`config.mk`:
```
export PLATFORM = sky130hd
export DESIGN_NAME = pipelined_cla_adder
export DESIGN_NICKNAME = d
export VERILOG_FILES = /design/src/rtl/cla_pkg.sv /design/src/rtl/cla_group4.sv /design/src/rtl/pipelined_cla_adder.sv
export SDC_FILE = /design/constraint.sdc
export NUM_CORES = 1
export LEC_CHECK = 0
export CELL_PAD_IN_SITES_DETAIL_PLACEMENT = 0
export CELL_PAD_IN_SITES_GLOBAL_PLACEMENT = 1
export CORE_MARGIN = 8
export CORE_UTILIZATION = 42
export DETAILED_ROUTE_END_ITERATION = 10
export PLACE_DENSITY = 0.78
export SLEW_MARGIN = 20
export SYNTH_ARGS = -nofsm -noshare
export SYNTH_HDL_FRONTEND = slang
export SYNTH_SLANG_ARGS = --single-unit
```
`constraint.sdc`:
```
create_clock -name clk -period 4.1 [get_ports clk]
set_input_delay 0.82 -clock clk [delete_from_list [all_inputs] [get_ports clk]]
set_output_delay 0.82 -clock clk [all_outputs]
set_load 0.01 [all_outputs]
```
`src/rtl/cla_pkg.sv`:
```
// Shared constants and elaboration-time helpers for the pipelined CLA adder.
// Offsets index the triangular skew/deskew register banks flattened into vectors.
package cla_pkg;

    localparam int GROUP_W = 4;

    function automatic int calc_num_stages(input int width, input int gps);
        return width / (GROUP_W * gps);
    endfunction

    function automatic bit width_ok(input int width, input int gps);
        return (gps > 0) && (width > 0) && ((width % (GROUP_W * gps)) == 0);
    endfunction

    // Stage k keeps the not-yet-added slices k+1..n-1 of each operand.
    function automatic int op_off(input int k, input int n, input int sw);
        return sw * (k * (n - 1) - (k * (k - 1)) / 2);
    endfunction

    // Stage k keeps the finished sum slices 0..k.
    function automatic int sum_off(input int k, input int sw);
        return sw * ((k * (k + 1)) / 2);
    endfunction

endpackage

```
`src/rtl/cla_group4.sv`:
```
// 4-bit carry-lookahead group: internal carries by lookahead, group P/G for the
// next level, and the carry into bit 3 for signed-overflow detection.
module cla_group4 (
    input  logic [3:0] a,
    input  logic [3:0] b,
    input  logic       cin,
    output logic [3:0] sum,
    output logic       p,
    output logic       g,
    output logic       c3
);

    logic [3:0] pb, gb;
    logic       c1, c2;

    always_comb begin
        pb = a ^ b;
        gb = a & b;
        c1 = gb[0] | (pb[0] & cin);
        c2 = gb[1] | (pb[1] & gb[0]) | (pb[1] & pb[0] & cin);
        c3 = gb[2] | (pb[2] & gb[1]) | (pb[2] & pb[1] & gb[0])
           | (pb[2] & pb[1] & pb[0] & cin);
        sum = pb ^ {c3, c2, c1, cin};
        p = &pb;
        g = gb[3] | (pb[3] & gb[2]) | (pb[3] & pb[2] & gb[1])
          | (pb[3] & pb[2] & pb[1] & gb[0]);
    end

endmodule

```
`src/rtl/pipelined_cla_adder.sv`:
```
// Pipelined carry-lookahead adder/subtractor with valid/ready on both sides.
// The whole pipe advances on one enable, so a stalled output freezes every stage.
module pipelined_cla_adder
    import cla_pkg::*;
#(
    parameter int WIDTH            = 16,
    parameter int GROUPS_PER_STAGE = 1
) (
    input  logic             clk,
    input  logic             rst,
    input  logic             in_valid,
    output logic             in_ready,
    input  logic [WIDTH-1:0] in_a,
    input  logic [WIDTH-1:0] in_b,
    input  logic             in_cin,
    input  logic             in_sub,
    output logic             out_valid,
    input  logic             out_ready,
    output logic [WIDTH-1:0] out_sum,
    output logic             out_cout,
    output logic             out_ovf
);

    localparam int SW         = GROUP_W * GROUPS_PER_STAGE;
    localparam int NUM_STAGES = calc_num_stages(WIDTH, GROUPS_PER_STAGE);
    localparam int OPS_TOT    = op_off(NUM_STAGES - 1, NUM_STAGES, SW);
    localparam int OPS_W      = (OPS_TOT > 0) ? OPS_TOT : 1;
    localparam int SUM_TOT    = sum_off(NUM_STAGES - 1, SW) + WIDTH;

    if (!width_ok(WIDTH, GROUPS_PER_STAGE)) begin : g_bad_width
        $error("WIDTH must be a multiple of 4*GROUPS_PER_STAGE");
    end

    logic [WIDTH-1:0]      a_eff, b_eff;
    logic                  cin_eff, en, acc;
    logic [NUM_STAGES-1:0] vld_d, vld_q;
    logic [OPS_W-1:0]      opa_q, opb_q;
    logic [SUM_TOT-1:0]    sum_q;
    logic [NUM_STAGES-1:0] c_q;
    logic                  cmsb_q;
    wire  [OPS_W-1:0]      opa_d, opb_d;
    wire  [SUM_TOT-1:0]    sum_d;
    wire  [NUM_STAGES-1:0] c_d;
    wire                   cmsb_d;

    assign en       = !vld_q[NUM_STAGES-1] || out_ready;
    assign in_ready = en;
    assign acc      = in_valid && en;
    assign a_eff    = in_a;
    assign b_eff    = in_b ^ {WIDTH{in_sub}};
    assign cin_eff  = in_sub | in_cin;

    always_comb begin
        vld_d    = '0;
        vld_d[0] = acc;
        for (int k = 1; k < NUM_STAGES; k++) begin
            vld_d[k] = vld_q[k-1];
        end
    end

    for (genvar k = 0; k < NUM_STAGES; k++) begin : g_stage
        logic [SW-1:0]               sa, sb, ssum;
        logic                        scin;
        logic [GROUPS_PER_STAGE:0]   gc;
        logic [GROUPS_PER_STAGE-1:0] gp, gg;
        // Only the top group's bit-3 carry of the last stage is consumed.
        logic [GROUPS_PER_STAGE-1:0] c3_unused;

        if (k == 0) begin : g_first
            assign sa   = a_eff[SW-1:0];
            assign sb   = b_eff[SW-1:0];
            assign scin = cin_eff;
            assign sum_d[SW-1:0] = ssum;
            if (NUM_STAGES > 1) begin : g_fwd
                assign opa_d[0 +: SW*(NUM_STAGES-1)] = a_eff[WIDTH-1:SW];
                assign opb_d[0 +: SW*(NUM_STAGES-1)] = b_eff[WIDTH-1:SW];
            end
        end else begin : g_next
            localparam int PO = op_off(k - 1, NUM_STAGES, SW);
            assign sa   = opa_q[PO +: SW];
            assign sb   = opb_q[PO +: SW];
            assign scin = c_q[k-1];
            assign sum_d[sum_off(k, SW) +: SW*(k+1)] =
                {ssum, sum_q[sum_off(k - 1, SW) +: SW*k]};
            if (k < NUM_STAGES - 1) begin : g_fwd
                localparam int NO = op_off(k, NUM_STAGES, SW);
                assign opa_d[NO +: SW*(NUM_STAGES-1-k)] = opa_q[PO+SW +: SW*(NUM_STAGES-1-k)];
                assign opb_d[NO +: SW*(NUM_STAGES-1-k)] = opb_q[PO+SW +: SW*(NUM_STAGES-1-k)];
            end
        end

        // Group carries in flat sum-of-products form, no ripple across groups.
        always_comb begin
            logic pp, cc;
            gc    = '0;
            gc[0] = scin;
            for (int g = 1; g <= GROUPS_PER_STAGE; g++) begin
                pp = 1'b1;
                cc = 1'b0;
                for (int j = g - 1; j >= 0; j--) begin
                    cc = cc | (gg[j] & pp);
                    pp = pp & gp[j];
                end
                gc[g] = cc | (scin & pp);
            end
        end

        for (genvar g = 0; g < GROUPS_PER_STAGE; g++) begin : g_grp
            cla_group4 u_grp (
                .a   (sa[g*GROUP_W +: GROUP_W]),
                .b   (sb[g*GROUP_W +: GROUP_W]),
                .cin (gc[g]),
                .sum (ssum[g*GROUP_W +: GROUP_W]),
                .p   (gp[g]),
                .g   (gg[g]),
                .c3  (c3_unused[g])
            );
        end

        assign c_d[k] = gc[GROUPS_PER_STAGE];
        if (k == NUM_STAGES - 1) begin : g_last
            assign cmsb_d = c3_unused[GROUPS_PER_STAGE-1];
        end
    end

    always_ff @(posedge clk or posedge rst) begin
        if (rst) begin
            vld_q  <= '0;
            opa_q  <= '0;
            opb_q  <= '0;
            sum_q  <= '0;
            c_q    <= '0;
            cmsb_q <= 1'b0;
        end else if (en) begin
            vld_q  <= vld_d;
            opa_q  <= opa_d;
            opb_q  <= opb_d;
            sum_q  <= sum_d;
            c_q    <= c_d;
            cmsb_q <= cmsb_d;
        end
    end

    assign out_valid = vld_q[NUM_STAGES-1];
    assign out_sum   = sum_q[SUM_TOT-1 -: WIDTH];
    assign out_cout  = c_q[NUM_STAGES-1];
    assign out_ovf   = cmsb_q ^ c_q[NUM_STAGES-1];

endmodule

```
# After elaboration in Yosys (flattened, before gate mapping)
# Index checks and enable logic that the tools add are counted.
# totals
register_bits,97
latch_bits,0
ram_bits,0
rom_bits,0
inputBits,38
out_inout_bits,20
wordCells,128
n_memories,0
# op_classes
n_addsub,0
n_mul,0
div,0
magnitude_cmp,0
eq_ne,0
shifts,0
muxes,0
n_bitwise,115
n_reduce_logical,7
# op_table
operator,count
bitwise AND 1 bit,60
OR 1 bit,41
bitwise XOR 4 bit,8
bitwise AND 4 bit,4
AND reduction 4 bit,4
bitwise XOR 16 bit,1
logical AND 1 bit,1
logical NOT 1 bit,1
logical OR 1 bit,1
bitwise XOR 1 bit,1

# Logic depth before layout (Yosys ltp)
# logic_depth
ltp_word,7
ltp_mapped,8
mapped_depth_nobuf,6

# By module
# From an unflattened synthesis, not the netlist that was laid out.
# hier_totals
cells_unflattened,344
hier_area_um2,4792.1
# by_module_without_submodules
mod,n_inst,cells_per_inst,area_each_um2,seq_area_each_um2
pipelined_cla_adder,1,252,4003.8,2427.3
cla_group4 (g_stage[2].g_grp[0].u_grp ...),2,24,203.9,0.0
cla_group4 (g_stage[0].g_grp[0].u_grp ...),2,22,190.2,0.0

# Worst setup path after synthesis
# No wires, ideal clock.
# synth_path
path_type,input port to flip-flop
start,input in_sub
end,register c_q[0]
setup_ps,124
t_arrival_ps,2312
required_time_ps,3976
setup_slack_ps,1664
stages,8
n_path_buf,2
path_cell_list,buf_6 > bufbuf_8 > xor2_1 > ha_1 > o21ai_0 > a21oi_1 > o21a_1 > o31a_1
# synth_between
elab_chain_cells,7
word_cells_on_any_way,15
cone_classes,bitwise (14); reduce/logical (1)
# synth_lines
item,line_no,source
start: declaration,pipelined_cla_adder.sv:16,"input logic in_sub,"
bitwise XOR 16 bit,pipelined_cla_adder.sv:50,assign b_eff = in_b ^ {WIDTH{in_sub}};
bitwise XOR 4 bit or bitwise AND 4 bit (tied branches),"cla_group4.sv:17, cla_group4.sv:18",
bitwise AND 1 bit (on tied branches),"cla_group4.sv:25, cla_group4.sv:26",
OR 1 bit (tied with other cells),cla_group4.sv:25,g = gb[3] | (pb[3] & gb[2]) | (pb[3] & pb[2] & gb[1])
OR 1 bit or bitwise AND 1 bit (tied branches),"cla_group4.sv:25, cla_group4.sv:26",
OR 1 bit,cla_group4.sv:26,| (pb[3] & pb[2] & pb[1] & gb[0]);
OR 1 bit *,pipelined_cla_adder.sv:104,gc[g] = cc | (scin & pp);
end signal: assignment,pipelined_cla_adder.sv:132,c_q <= '0;
end signal: assignment,pipelined_cla_adder.sv:139,c_q <= c_d;
end: declaration,pipelined_cla_adder.sv:39,logic [NUM_STAGES-1:0] c_q;
# Mark *: on every way between the ends. The rest lies on a longest branch, timed or not.
# A chain may end at the register's enable or synchronous reset.

# Worst setup path after layout
# layout_path
start,input out_ready
end,output in_ready
# layout_between
elab_chain_cells,1
# layout_lines
item,line_no,source
start: declaration,pipelined_cla_adder.sv:18,"input logic out_ready,"
logical OR 1 bit,pipelined_cla_adder.sv:46,assign en = !vld_q[NUM_STAGES-1] || out_ready;
end: declaration,pipelined_cla_adder.sv:12,"output logic in_ready,"
# Every way passes these cells.

==> summary.txt <==
Critical path
  • Crit path kind: input port to output pin
  • Sort of element at the end of the critical path: output pin
  • Maximum net fanout on the critical path: 2
  • Standard cell with the maximum stage delay on the critical path: sky130_fd_sc_hd__clkdlybuf4s50_1
  • Worst Setup Start Kind: input port
  • Longest individual stage delay on the worst path: 0.54 ns
  • Data required time of the worst path: 3.28 ns
  • Crit path DAT: 2.00 ns
  • Cells along the critical path: clkdlybuf4s50_1 > nor2b_4 > inv_2 > clkdlybuf4s50_1
  • Most used cell, CP: sky130_fd_sc_hd__clkdlybuf4s50_1

Yosys
  • Basic-gate share of the synthesized area counting and, or, nand and nor cells: 19.60%
  • Combinational family with the most area after synthesis: simple AND/OR/NAND/NOR gates
  • Post-synthesis instance area: 4456 um2
  • Share of the synthesized netlist area taken by xor and xnor gates: 5.504%
  • Distinct cell type count of the synthesized netlist: 30
  • Complex-gate fraction of the synthesized area: 7.414%
  • Count of synthesis-stage warnings from yosys: 0
  • Proportion of synthesized area in mux cells: 0%
  • Synth Area in Adders: 6.290%
  • Gate count after technology mapping: 479
  • Library cell with the largest summed area after synthesis: sky130_fd_sc_hd__dfrtp_1
  • Flip-flop and latch count after synthesis: 97
  • Number of nets in the synthesized netlist: 537
  • Avg Inst Size Synth: 9.302 um2
  • Top-area cell type share of the netlist area: 54.48%
  • Cells taking the most area after synthesis: sky130_fd_sc_hd__dfrtp_1 54%, sky130_fd_sc_hd__nand2_1 18%, sky130_fd_sc_hd__ha_1 4.5%
  • Post-synthesis sequential area ratio: 54.48%

Clock network
  • Clock insertion delay at the later pin of the skew report: 0.36 ns
  • Post-cts resize count: 0
  • Maximum level of the CTS H-tree: 3
  • Sinks on Clock Net: 97
  • TritonCTS clock tree: yes
  • Buffer type at the clock tree root: sky130_fd_sc_hd__clkbuf_8
  • Clock input transition at the sequential cells of the worst setup and hold paths: 0.09 ns
  • Count of buffers added by post-CTS timing repair for setup: 0
  • Max Root-Sink Buffers: 2
  • Number of hold buffers added after CTS: 0
  • TritonCTS buffer count: 9

Route
  • Detailed Route WL: 8566 um
  • Via Count: 3065
  • Routed len/inst: 13.08 um
  • Count of antenna-violating nets left after detailed routing: 0
  • DRC Markers: 0
  • Count of TritonRoute iterations in the first routing pass: 4
  • First DRT Iteration DRCs: 193
  • Vias per inst: 4.679

Power and ir drop
  • Total power per unit cell area: 718.0 nW/um2
  • Lkg Pwr: 2.527 nW
  • Worst vdd ir: 0.3691 mV
  • PnR Total Power: 3.742 mW

STA
  • Count of pins over their slew limit: 0
  • Worst slew margin: 43.74%
  • Actual transition at the worst max-transition pin: 0.8438 ns
  • Top achievable clock speed: 354.5 MHz
  • Unrepaired setup endpoints after global routing: no
  • Setup clock skew after layout: 0.008720 ns
  • Minimum clock period: 2.821 ns
  • Portion of the clock cycle consumed by the worst path in the final layout: 68.79%
  • Hold Violations, Final: 0
  • Final setup violation count: 0
  • Setup tns final: 0 ns
  • Worst-case setup margin in the final layout: 1.279 ns

Layout
  • Final design area excluding fillers: 5211 um2
  • Net total in the final layout: 572
  • Number of antenna diodes: 0
  • Layout cell share with drive strength beyond 1: 5.395%
  • Final Core Density: 50.48%
  • Area added between synthesis and finish: 16.96%
  • # fillers: 1000

Place
  • Worst slack after detailed placement: 0.9470 ns
  • Weighted congestion at the end of routability-driven global placement: 0.7977
  • Post-detailed-placement cell area: 4994 um2
  • Quantity of I/O buffers inserted on ports: 57
  • Detailed placement HPWL: 5874 um

Job
  • Max cap viols: 0

GRT
  • Pin count of the biggest net entering global routing: 81
  • Wire length of the first global-routing pass: 14680 um
  • Total global-route track usage: 12.69%
  • Overall overflow remaining after global route: 0
  • Number of antenna violations at the first check in global routing: 0
  • Via count of the first global-routing pass: 3061

Die
  • DIE WIDTH: 119.0 um
  • Floorplan core area: 10320 um2
  • Placement row count: 37
  • Die outline area: 14160 um2
  • Initial core utilization: 43.16%
  • Num ports: 58
  • Die Ht: 119.0 um

Worst hold path
  • Tightest Hold Check Type: flop to flop

Outcome
  • Result of the run: completed
cells in the final DEF (no fill, tap or decap), drive strengths merged:
cell,synthesis,final
nor3,2,2
inv,11,12
a21oi,15,15
o21ai,31,31
clkinv,0,2
dfrtp,97,97
clkinvlp,0,1
a211oi,1,1
o21a,1,1
nor2,7,7
a21o,3,3
nor2b,1,1
a41oi,3,3
clkbuf,2,10
ha,16,16
or2,1,1
xnor2,20,20
nand2b,1,1
bufinv,0,2
buf,36,6
nand2,215,215
xor2,8,8
o211ai,1,1
o31a,1,1
o31ai,1,1
fa,4,4
clkdlybuf4s50,0,57
cells in the mapped netlist, drive strengths merged:
library cell  instances
inv                  11
ha                   16
xor2                  8
o31a                  1
buf                  36
a21oi                15
a21o                  3
nor2b                 1
clkbuf                2
a211oi                1
bufbuf                1
o21ai                31
o211ai                1
nand2b                1
fa                    4
nor2                  7
o21a                  1
o31ai                 1
nor3                  2
xnor2                20
nand2               215
a41oi                 3
dfrtp                97
or2                   1
kinds of logic after synthesis:
family / after synthesis
AND/OR/NAND/NOR: 227
flip-flops: 97
AO/OA/AOI/OAI: 57
buffers and inverters: 50
XOR/XNOR: 28
adder cells (fa/ha/maj): 20
stage by stage:
| step | instances | hold WS [ns] |
|---|---|---|
| CTS | 655 | 0.4728 |
| finish | 655 | 0.4699 |
| detailed placement | 639 | 0.4497 |
| global route | 655 | 0.4960 |
| global placement | 639 | 0.4425 |
| floorplan | 479 | 0.4300 |
layout make-up:
class	instances	area, um2	area share (%)
clock buffer	10	127.6	2.449
clock inverter	6	90.09	1.729
inverter	11	43.79	0.8403
multi-input combinational	332	1737	33.33
sequential	97	2427	46.58
tap	136	170.2	3.265
timing repair buffer	63	615.6	11.81
final timing paths:
kind / startpoint / to / slack (ns) / cells after the start
min in group asynchronous: rst / opa_q[10]$_DFFE_PP0N_ / 0.98 / 2
setup / recovery: out_ready / in_ready / 1.28 / 4
hold / removal: sum_q[26]$_DFFE_PP0N_ / sum_q[26]$_DFFE_PP0N_ / 0.47 / 2
setup reg to reg: vld_q[3]$_DFFE_PP0N_ / c_q[0]$_DFFE_PP0N_ / 2.16 / 5
hold reg to reg: sum_q[26]$_DFFE_PP0N_ / sum_q[26]$_DFFE_PP0N_ / 0.47 / 2
max in group asynchronous: rst / opb_q[1]$_DFFE_PP0N_ / 2.36 / 3
flip-flops by register name (all words and copies together) (netlist names):
name / flops
vld_q: 4
opa_q: 24
opb_q: 24
cmsb_q: 1
sum_q: 40
c_q: 4
power breakdown:
part	internal [mW]	leakage (nW)	switching, mW
clock network	0.346	0.107	0.335
registers	1.38	1.17	0.227
logic	0.671	1.25	0.782
total	2.40	2.53	1.34
critical path: cells and delay by family:
family,cells,cell delay (ns)
simple gates,1,0.05
buf+inv,3,1.12
routing by layer:
layer  share of wire [%]  up-vias  routed length (um)  GRT usage, %
met5                   0        -                   0             0
met4                 1.6        0                 140         4.980
li1                    -     1563                   -             -
met2                  47       45                4022         20.16
met3                 3.9       10                 338         3.401
met1                  47     1447                4065         16.17
Power figures use the tool's default switching activity.
